## src/rtl/sipo_write_ctrl_if.sv

```systemverilog
// Bus between the row-write controller and its neighbours: host command, serial
// bit stream, SIPO control and the array word-line/ack handshake.
interface sipo_write_ctrl_if #(
  parameter int ROWS = 16
);
  localparam int AW = $clog2(ROWS);

  logic          start;
  logic [AW-1:0] row_addr;
  logic          abort;
  logic          bit_in;
  logic          bit_valid;
  logic          bit_ready;
  logic          sipo_shift;
  logic          sipo_serial;
  logic          sipo_load;
  logic          wl_en;
  logic [AW-1:0] row_addr_q;
  logic          array_ack;
  logic          busy;
  logic          done;
  logic          err;

  // master = controller
  modport master (
    input  start, row_addr, abort, bit_in, bit_valid, array_ack,
    output bit_ready, sipo_shift, sipo_serial, sipo_load, wl_en, row_addr_q,
           busy, done, err
  );

  modport slave (
    output start, row_addr, abort, bit_in, bit_valid, array_ack,
    input  bit_ready, sipo_shift, sipo_serial, sipo_load, wl_en, row_addr_q,
           busy, done, err
  );
endinterface

```

## src/rtl/sipo_write_ctrl.sv

```systemverilog
// Row-write sequencer: shifts COLS serial bits into the SIPO, loads it, pulses the
// word line for WL_PULSE cycles, then waits (bounded) for the array write ack.
module sipo_write_ctrl #(
  parameter int COLS        = 8,
  parameter int ROWS        = 16,
  parameter int WL_PULSE    = 2,
  parameter int ACK_TIMEOUT = 15
) (
  input  logic             clk,
  input  logic             arst_n,
  sipo_write_ctrl_if.master bus
);
  localparam int AW = $clog2(ROWS);
  localparam int BW = $clog2(COLS + 1);
  localparam int WW = $clog2(WL_PULSE + 1);
  localparam int TW = $clog2(ACK_TIMEOUT + 1);

  localparam logic [BW-1:0] BIT_LAST = BW'(COLS - 1);
  localparam logic [WW-1:0] WL_LAST  = WW'(WL_PULSE - 1);
  localparam logic [TW-1:0] TO_LAST  = TW'(ACK_TIMEOUT - 1);

  typedef enum logic [2:0] {
    S_IDLE, S_SHIFT, S_LOAD, S_WRITE, S_WAIT_ACK, S_DONE
  } state_t;

  state_t        state_q, state_d;
  logic [BW-1:0] bit_cnt_q, bit_cnt_d;
  logic [WW-1:0] wl_cnt_q, wl_cnt_d;
  logic [TW-1:0] to_cnt_q, to_cnt_d;
  logic [AW-1:0] addr_q, addr_d;
  logic          err_q, err_d;

  logic ready, shift, serial, load, wl, done;

  always_ff @(posedge clk or negedge arst_n) begin
    if (!arst_n) begin
      state_q   <= S_IDLE;
      bit_cnt_q <= '0;
      wl_cnt_q  <= '0;
      to_cnt_q  <= '0;
      addr_q    <= '0;
      err_q     <= 1'b0;
    end else begin
      state_q   <= state_d;
      bit_cnt_q <= bit_cnt_d;
      wl_cnt_q  <= wl_cnt_d;
      to_cnt_q  <= to_cnt_d;
      addr_q    <= addr_d;
      err_q     <= err_d;
    end
  end

  always_comb begin
    state_d   = state_q;
    bit_cnt_d = bit_cnt_q;
    wl_cnt_d  = wl_cnt_q;
    to_cnt_d  = to_cnt_q;
    addr_d    = addr_q;
    err_d     = err_q;
    ready     = 1'b0;
    shift     = 1'b0;
    serial    = 1'b0;
    load      = 1'b0;
    wl        = 1'b0;
    done      = 1'b0;

    case (state_q)
      S_IDLE: begin
        if (bus.start && !bus.abort) begin
          state_d   = S_SHIFT;
          addr_d    = bus.row_addr;
          bit_cnt_d = '0;
          err_d     = 1'b0;
        end
      end
      S_SHIFT: begin
        ready  = 1'b1;
        serial = bus.bit_in;
        shift  = bus.bit_valid;
        if (bus.bit_valid) begin
          bit_cnt_d = bit_cnt_q + 1'b1;
          if (bit_cnt_q == BIT_LAST) state_d = S_LOAD;
        end
      end
      S_LOAD: begin
        load     = 1'b1;
        state_d  = S_WRITE;
        wl_cnt_d = '0;
      end
      S_WRITE: begin
        wl       = 1'b1;
        wl_cnt_d = wl_cnt_q + 1'b1;
        if (wl_cnt_q == WL_LAST) begin
          state_d  = S_WAIT_ACK;
          to_cnt_d = '0;
        end
      end
      S_WAIT_ACK: begin
        if (bus.array_ack) begin
          state_d = S_DONE;
          err_d   = 1'b0;
        end else begin
          to_cnt_d = to_cnt_q + 1'b1;
          if (to_cnt_q == TO_LAST) begin
            state_d = S_DONE;
            err_d   = 1'b1;
          end
        end
      end
      S_DONE: begin
        done    = 1'b1;
        state_d = S_IDLE;
      end
      default: state_d = S_IDLE;
    endcase

    // Abort wins over everything in flight; err keeps its previous completion value.
    if (bus.abort && state_q != S_IDLE) begin
      state_d   = S_IDLE;
      bit_cnt_d = '0;
      wl_cnt_d  = '0;
      to_cnt_d  = '0;
      err_d     = err_q;
      ready     = 1'b0;
      shift     = 1'b0;
      serial    = 1'b0;
      load      = 1'b0;
      wl        = 1'b0;
      done      = 1'b0;
    end
  end

  assign bus.bit_ready   = ready;
  assign bus.sipo_shift  = shift;
  assign bus.sipo_serial = serial;
  assign bus.sipo_load   = load;
  assign bus.wl_en       = wl;
  assign bus.row_addr_q  = addr_q;
  assign bus.busy        = (state_q != S_IDLE);
  assign bus.done        = done;
  assign bus.err         = err_q;
endmodule

```

## src/flat_wrapper.sv

```systemverilog
// flat-port wrapper written by rule: the top's interface ports become plain ports
module sipo_write_ctrl_flat 
#(
  parameter int COLS        = 8,
  parameter int ROWS        = 16,
  parameter int WL_PULSE    = 2,
  parameter int ACK_TIMEOUT = 15
)
  (clk, arst_n, bus_start, bus_row_addr, bus_abort, bus_bit_in, bus_bit_valid, bus_array_ack, bus_bit_ready, bus_sipo_shift, bus_sipo_serial, bus_sipo_load, bus_wl_en, bus_row_addr_q, bus_busy, bus_done, bus_err);
  sipo_write_ctrl_if #(.ROWS(ROWS)) bus_i ();
  input  logic clk;
  input  logic arst_n;
  input wire logic [$bits(bus_i.start)-1:0] bus_start;
  input wire logic [$bits(bus_i.row_addr)-1:0] bus_row_addr;
  input wire logic [$bits(bus_i.abort)-1:0] bus_abort;
  input wire logic [$bits(bus_i.bit_in)-1:0] bus_bit_in;
  input wire logic [$bits(bus_i.bit_valid)-1:0] bus_bit_valid;
  input wire logic [$bits(bus_i.array_ack)-1:0] bus_array_ack;
  output wire logic [$bits(bus_i.bit_ready)-1:0] bus_bit_ready;
  output wire logic [$bits(bus_i.sipo_shift)-1:0] bus_sipo_shift;
  output wire logic [$bits(bus_i.sipo_serial)-1:0] bus_sipo_serial;
  output wire logic [$bits(bus_i.sipo_load)-1:0] bus_sipo_load;
  output wire logic [$bits(bus_i.wl_en)-1:0] bus_wl_en;
  output wire logic [$bits(bus_i.row_addr_q)-1:0] bus_row_addr_q;
  output wire logic [$bits(bus_i.busy)-1:0] bus_busy;
  output wire logic [$bits(bus_i.done)-1:0] bus_done;
  output wire logic [$bits(bus_i.err)-1:0] bus_err;
  assign bus_i.start = bus_start;
  assign bus_i.row_addr = bus_row_addr;
  assign bus_i.abort = bus_abort;
  assign bus_i.bit_in = bus_bit_in;
  assign bus_i.bit_valid = bus_bit_valid;
  assign bus_i.array_ack = bus_array_ack;
  assign bus_bit_ready = bus_i.bit_ready;
  assign bus_sipo_shift = bus_i.sipo_shift;
  assign bus_sipo_serial = bus_i.sipo_serial;
  assign bus_sipo_load = bus_i.sipo_load;
  assign bus_wl_en = bus_i.wl_en;
  assign bus_row_addr_q = bus_i.row_addr_q;
  assign bus_busy = bus_i.busy;
  assign bus_done = bus_i.done;
  assign bus_err = bus_i.err;
  sipo_write_ctrl #(.COLS(COLS), .ROWS(ROWS), .WL_PULSE(WL_PULSE), .ACK_TIMEOUT(ACK_TIMEOUT)) u_core (.clk(clk), .arst_n(arst_n), .bus(bus_i));
endmodule
```

## config.mk

```make
export PLATFORM = sky130hd
export DESIGN_NAME = sipo_write_ctrl_flat
export DESIGN_NICKNAME = d
export VERILOG_FILES = /design/src/rtl/sipo_write_ctrl_if.sv /design/src/rtl/sipo_write_ctrl.sv /design/src/flat_wrapper.sv
export SDC_FILE = /design/constraint.sdc
export NUM_CORES = 1
export LEC_CHECK = 0
export BUFFER_PORTS_ARGS = -buffer_cell sky130_fd_sc_hd__buf_2
export CORE_MARGIN = 2
export CORE_UTILIZATION = 34
export DETAILED_ROUTE_END_ITERATION = 6
export PLACE_DENSITY = 0.53
export RECOVER_POWER = 100
export SYNTH_ARGS = -nofsm -noshare
export SYNTH_HDL_FRONTEND = slang
export SYNTH_SLANG_ARGS = --single-unit
```

## constraint.sdc

```tcl
create_clock -name clk -period 1.65 [get_ports clk]
set_input_delay 0.0825 -clock clk [delete_from_list [all_inputs] [get_ports clk]]
set_output_delay 0.0825 -clock clk [all_outputs]
set_load 0.005 [all_outputs]
```

==> results of run 1 <==
[kinds of logic (layout without fill, tap and decap cells)]
group,after synthesis,in the layout
adders and majority gates,4,4
muxes,7,7
buffers and inverters,9,59
AOI/OAI and AO/OA,31,31
and+or+nand+nor,44,44
DFF,18,18
[layout make-up]
type | instances | area [µm²]
inverter | 4 | 15.0
fill | 307 | 1470
multi-input combinational | 86 | 662
tap | 44 | 55.1
timing repair buffer | 51 | 365
clock buffer | 4 | 36.3
sequential | 18 | 450
[path summary, 6_finish.rpt]
kind | end | slack, ns | from | cells after the start
setup / recovery | u_core.state_q[0] | -0.03 | u_core.state_q[2] | 4
hold / removal | u_core.bus.err | 0.11 | bus_array_ack | 3
setup reg to reg | u_core.state_q[0] | -0.03 | u_core.state_q[2] | 4
hold reg to reg | u_core.wl_cnt_q[0] | 0.51 | u_core.wl_cnt_q[0] | 1
max in group asynchronous | u_core.bit_cnt_q[0] | 0.59 | arst_n | 2
min in group asynchronous | u_core.state_q[2] | 0.46 | arst_n | 2
[registers in the layout, summed over array words and instances (netlist names)]
register               flops
u_core.bus.row_addr_q      4
u_core.bus.err             1
u_core.state_q             3
u_core.to_cnt_q            4
u_core.bit_cnt_q           4
u_core.wl_cnt_q            2
[Yosys cell counts (2+ instances only)]
| master | count | area, µm² |
|---|---|---|
| or3_1 | 2 | 12.5 |
| a21oi_1 | 7 | 35.0 |
| nand3_1 | 3 | 15.0 |
| o2bb2ai_1 | 2 | 17.5 |
| o21ai_0 | 13 | 65.1 |
| clkbuf_1 | 4 | 15.0 |
| nor2_1 | 10 | 37.5 |
| mux2_2 | 6 | 67.6 |
| nand2_1 | 8 | 30.0 |
| ha_1 | 4 | 50.1 |
| dfrtp_1 | 18 | 450 |
| inv_1 | 4 | 15.0 |
| and3_1 | 2 | 12.5 |
| or3b_2 | 2 | 17.5 |
| and2_1 | 2 | 12.5 |
| nand2b_1 | 5 | 31.3 |
[through the flow]
stage | total power, µW | util, % | TNS [ns] | setup slack [ns]
after global placement | 1620 | 43.2 | 0 | 0.0232
after CTS | 2110 | 47.5 | -0.0788 | -0.0371
after global routing | 2440 | 51.9 | -0.437 | -0.0885
after detailed placement | 1650 | 43.2 | -0.00837 | -0.00837
after floorplan | 1240 | - | 0 | 0.0426
final | 2280 | 51.9 | -0.0564 | -0.0338
[routing by layer]
metal | track usage (%) | wire length [µm]
met5 | 0 | 0
met4 | 4.35 | 15
met3 | 5.12 | 121
met2 | 26.2 | 1380
met1 | 20.7 | 1300
[repair_timing]
item                                    CTS  global route
resized for setup                         9            17
setup buffers                             5             7
hold endpoints to repair                 18             4
pin swaps                                 3             7
hold buffers                              1             4
cloned                                    0             0
endpoints found under the setup margin    9            14
[worst reg2reg max path: stages, from the launching register on]
cell and delay [ns]:
dfrtp_1 0.44, or4b_4 0.52, o32ai_2 0.29, a21oi_2 0.10
a22o_1 0.23
[report_power, final]
group,switching (µW),internal [µW]
Clock,142,134
Combinational,634,737
Sequential,77.4,554
==> impl_results.md, run 1 <==
- Worst-path cell chain: or4b_4 > o32ai_2 > a21oi_2 > a22o_1
- Number of enable flip-flop cells after synthesis: 0
- Slew at the pin with the worst max-slew slack: 0.998 ns
- DRC: 0
- Layout Nets: 179
- CTS tree: built
- Power per Cell Area: 1440 nW/µm²
- RSZ-0062 raised after global routing: true
- Crit-path max cell delay: 0.52 ns
- Number of global-route vias before repair: 1,005
- Initial antenna violation count: 0
- IO Port Bufs: 22
- Syn_area_per_cell: 9.60 µm²
- Post-Synth Adder-Cell Area: 4.61%
- Simple-Gate Fraction of Synth Area: 23.3%
- CTS sink count: 18
- Max Clock Skew: 0.00488 ns
- Worst path bufs/invs: 0
- Syn Nets: 128
- Worst VDD drop: 641 µV
- Height of the die: 60.5 µm
- Die Width: 60.5 µm
- Critical path's slowest cell: or4b_4
- Congestion Overflow GR: 0
- Vias per inst: 4.97
- Final instance area: 1580 µm²
- Top Family by Delay on Critical Path: compound AO/OA/AOI/OAI gates
- Hpwl dp: 1.93 mm
- Main combinational cell family by area after synthesis: simple AND/OR/NAND/NOR gates
- Initial drt markers: 30
- Die ar.: 3660 µm²
- Largest net degree at the start of global routing: 19
- Failing checks: negative setup slack
- Max-slew violations: 0
- Area grow syn2layout: 46.0%
- Static Leak: 0.000747 µW
- Sequential area share after synthesis: 41.5%
- Commonest non-fill, non-tap cell in the layout: dfrtp_1
- Most frequent cells in the layout: dfrtp_1, buf_2, buf_4, o21ai_0, nor2_1
- Area after DPL: 1320 µm²
- I/O pins: 23
- Placed cell count: 186
- Synthesized area: 1080 µm²
- Total number of H-tree levels: 1
- CP Launch Type: flip-flop
- Final hold viol count: 0
- First-pass GRT wire length: 4.40 mm
- Clock buffer depth: 2
- GR Util All Layers: 16.1%
- # rows: 20
- Final std cells w/o fill: 207
- Synth cell types: 37
- Diode count: 0
- Worst skew pair latency: 0.29 ns
- CTS Buf Count: 3
- Final wirelength: 2.82 mm
- First-pass detailed-route iteration total: 6
- Min Hold Slack: 0.105 ns
- #FFs+latches synth: 18
- Main synth FF type: dfrtp_1
- Synth Instances: 113
- Fmax: 594 MHz
- Final setup viols: 4
- Worst-path fanout max: 5
- Core region area: 3050 µm²
- Multiplexer share of the synthesized area: 7.15%
- Routability congestion estimate from global placement: 0.799
- Slew HR: 33.5%
- Max Cap Viol: 0
- WS Path Type: flip-flop to flip-flop
- Hold Crit Class: primary input to flip-flop
- Fin worst setup slack: -0.0338 ns
- Crit path capture type: flip-flop
- CP arrival: 1.88 ns
- Post-synthesis xor/xnor area fraction: 0%
- Layout cell share with drive strength beyond 1: 43.6%
- Root buffer cell: clkbuf_4
- Minimum clock period: 1.68 ns
- Synth Area in Compound Gates: 20.0%
- Clock slew at reported path FFs: 0.11 ns
- Routed vias: 1,029
- Starting Density: 35.5%
- Number of routed nets with antenna violations: 0
- YS warnings: 0
- Synth async-reset ratio: 100%
- Final worst-path cycle share: 102%
- Routed WL per cell: 13.6 µm
- CP Data Required Time: 1.84 ns
- Outcome: complete, but fails checks
No activity file was read; power rests on OpenSTA's default activity.
==> run 2: changes to the inputs <==
CAP_MARGIN = 10   (was default)
RECOVER_POWER = default   (was 100)
==> run 2 against run 1 <==
The run still ends with negative setup slack left. Via count rose by 0.49%. Sequential power barely moved. Sequential share of layout area fell by 0.11 points. Global-route usage did not move. Clock power barely moved. Highest routed layer unchanged.
==> impl_results.md, run 2 (synthesis gave the netlist of run 1 again) <==
- Power per Cell Area: 1440 nW/µm² (about the same)
- Clock power share: 12.1% (about the same)
- Max Clock Skew: 0.00516 ns (+0.000278 ns)
- Starting Density: 35.5% (unchanged)
- Final instance area: 1590 µm² (+0.40%)
- Initial drt markers: 27 (-10%)
- Outcome: complete, but fails checks
- Area after DPL: 1320 µm² (unchanged)
- Worst Setup SP: u_core.state_q[2]
- I/O pins: 23 (unchanged)
- Worst skew pair latency: 0.29 ns (about the same)
- Vias per inst: 5.00 (+0.49%)
- Largest net degree at the start of global routing: 19 (unchanged)
- Max Cap Viol: 0 (unchanged)
- Clock buffer depth: 2 (unchanged)
- Commonest non-fill, non-tap cell in the layout: buf_2
- Fin worst setup slack: -0.0334 ns (+0.000407 ns)
- Minimum clock period: 1.68 ns (-0.000407 ns)
- Hpwl dp: 1.93 mm (unchanged)
- Placed cell count: 186 (unchanged)
- Area grow syn2layout: 46.6%
- Number of global-route vias before repair: 1,005 (unchanged)
- Initial antenna violation count: 0 (unchanged)
- Fill cell count: 306 (-0.33%)
- Congestion Overflow GR: 0 (unchanged)
- Fmax: 594 MHz (about the same)
- Core region area: 3050 µm² (unchanged)
- Seq pwr share: 27.5% (-0.2 points)
- WS Path Type: flip-flop to flip-flop
- Routability congestion estimate from global placement: 0.799 (unchanged)
- Total number of H-tree levels: 1 (unchanged)
- CTS tree: built
- DRC: 0 (unchanged)
- Logic gate share of total power: 60.4% (+0.2 points)
- Final std cells w/o fill: 207 (unchanged)
- Slew HR: 72.2% (+39 points)
- Worst-path fanout max: 5 (unchanged)
- Final wirelength: 2.81 mm (about the same)
- Diode count: 0 (unchanged)
- Final worst-path cycle share: 102% (about the same)
- Layout cell share with drive strength beyond 1: 46.6% (+3.1 points)
- P_int: 1430 µW (+0.70%)
- CP arrival: 1.88 ns (about the same)
- CP Data Required Time: 1.85 ns (about the same)
- First-pass detailed-route iteration total: 5 (-1)
- Setup TNS: -0.0575 ns (-0.00116 ns)
- RR Endpoint: u_core.state_q[0]
- Min Hold Slack: 0.105 ns (-0.000589 ns)
- # rows: 20 (unchanged)
- Crit path capture type: flip-flop
- IO Port Bufs: 22 (unchanged)
- Routed WL per cell: 13.6 µm (about the same)
- R2R setup slack: -0.03 ns (about the same)
- Final hold viol count: 0 (unchanged)
- Setup crit end: u_core.state_q[0]
- Hold Crit Class: primary input to flip-flop
- Static Leak: 0.000763 µW (+2.1%)
- Max-slew violations: 0 (unchanged)
- CTS Buf Count: 3 (unchanged)
- Sw frac: 37.2% (-0.23 points)
- Most frequent cells in the layout: buf_2, dfrtp_1, buf_4, o21ai_0, nor2_1
- Sw Pwr: 851 µW (-0.30%)
- CTS sink count: 18 (unchanged)
- Number of routed nets with antenna violations: 0 (unchanged)
- Clock slew at reported path FFs: 0.11 ns (about the same)
- Routed vias: 1,034 (+0.49%)
- CP Launch Type: flip-flop
- GR Util All Layers: 16.1% (unchanged)
- RSZ-0062 raised after global routing: true
- Slew at the pin with the worst max-slew slack: 0.417 ns (-0.581 ns)
- Height of the die: 60.5 µm (unchanged)
- Total Power: 2290 µW (+0.33%)
- Worst VDD drop: 639 µV (-0.37%)
- Die Width: 60.5 µm (unchanged)
- Die ar.: 3660 µm² (unchanged)
- R2R Path Start: u_core.state_q[2]
- First-pass GRT wire length: 4.40 mm (unchanged)
- Reg2reg path depth: 4 (unchanged)
- Final setup viols: 4 (unchanged)
- Layout Nets: 179 (unchanged)
- Root buffer cell: clkbuf_4
- Failing checks: negative setup slack
-- run 2: cell types whose count changed in the layout (fill, tap and decap cells not counted), sizes merged --
cell	previous run	this run
buf	40	45
clkbuf	10	5
-- run 2: worst min path at each step --
stage | startpoint | to | slack, ns | cells after the start
final | bus_array_ack | u_core.bus.err | 0.10 | 3
after global routing | bus_array_ack | u_core.bus.err | 0.09 | 3
after CTS | bus_row_addr[0] | u_core.bus.row_addr_q[0] | 0.001 | 2
after detailed placement | arst_n | u_core.state_q[2] | 0.05 | 1
after global placement | arst_n | u_core.state_q[2] | 0.05 | 1
after floorplan | arst_n | u_core.bit_cnt_q[0] | -0.21 | 0
-- run 2: power groups by stage --
stage                     sequential, µW  combinational (µW)  clock, µW
after global routing                 645                1500        310
final                                628                1380        276
after detailed placement             637                1020          0
after global placement               631                 991          0
after floorplan                      644                 591          0
after CTS                            626                1200        288
-- run 2: through the flow --
stage | setup WS (ns) | util [%]
2_1_floorplan | 0.0426 | -
3_3_place_gp | 0.0232 | 43.2
3_5_place_dp | -0.00837 | 43.2
4_1_cts | -0.0371 | 47.5
5_1_grt | -0.0885 | 52.1
6_report | -0.0334 | 52.1
-- run 2: routing by layer --
layer / share of wire (%) / GRT usage, % / wire length (µm)
met4: 0.53 / 4.35 / 15
met2: 49 / 26.2 / 1380
met1: 46 / 20.7 / 1290
met5: 0 / 0 / 0
met3: 4.5 / 5.12 / 126
-- run 2: cell type report --
type,instances,area [µm²],share of cell area (%)
clock buffers,4,36.3,2.28
inverters,4,15.0,0.944
well taps,44,55.1,3.46
repair buffers,51,372,23.4
flip-flops and latches,18,450,28.3
multi-input cells,86,662,41.6
-- run 2: repair_timing --
| action | in CTS | in global routing |
|---|---|---|
| gates resized for setup | 9 | 17 |
| pin swaps | 3 | 7 |
| setup endpoints to repair | 9 | 14 |
| setup buffers | 5 | 7 |
| hold endpoints to repair | 18 | 4 |
| hold buffers | 1 | 4 |
-- run 2: critical path, cell delays in order, from the launching register on --
cell	delay [ns]
dfrtp_1	0.44
or4b_4	0.52
o32ai_2	0.29
a21oi_2	0.10
a22o_1	0.23
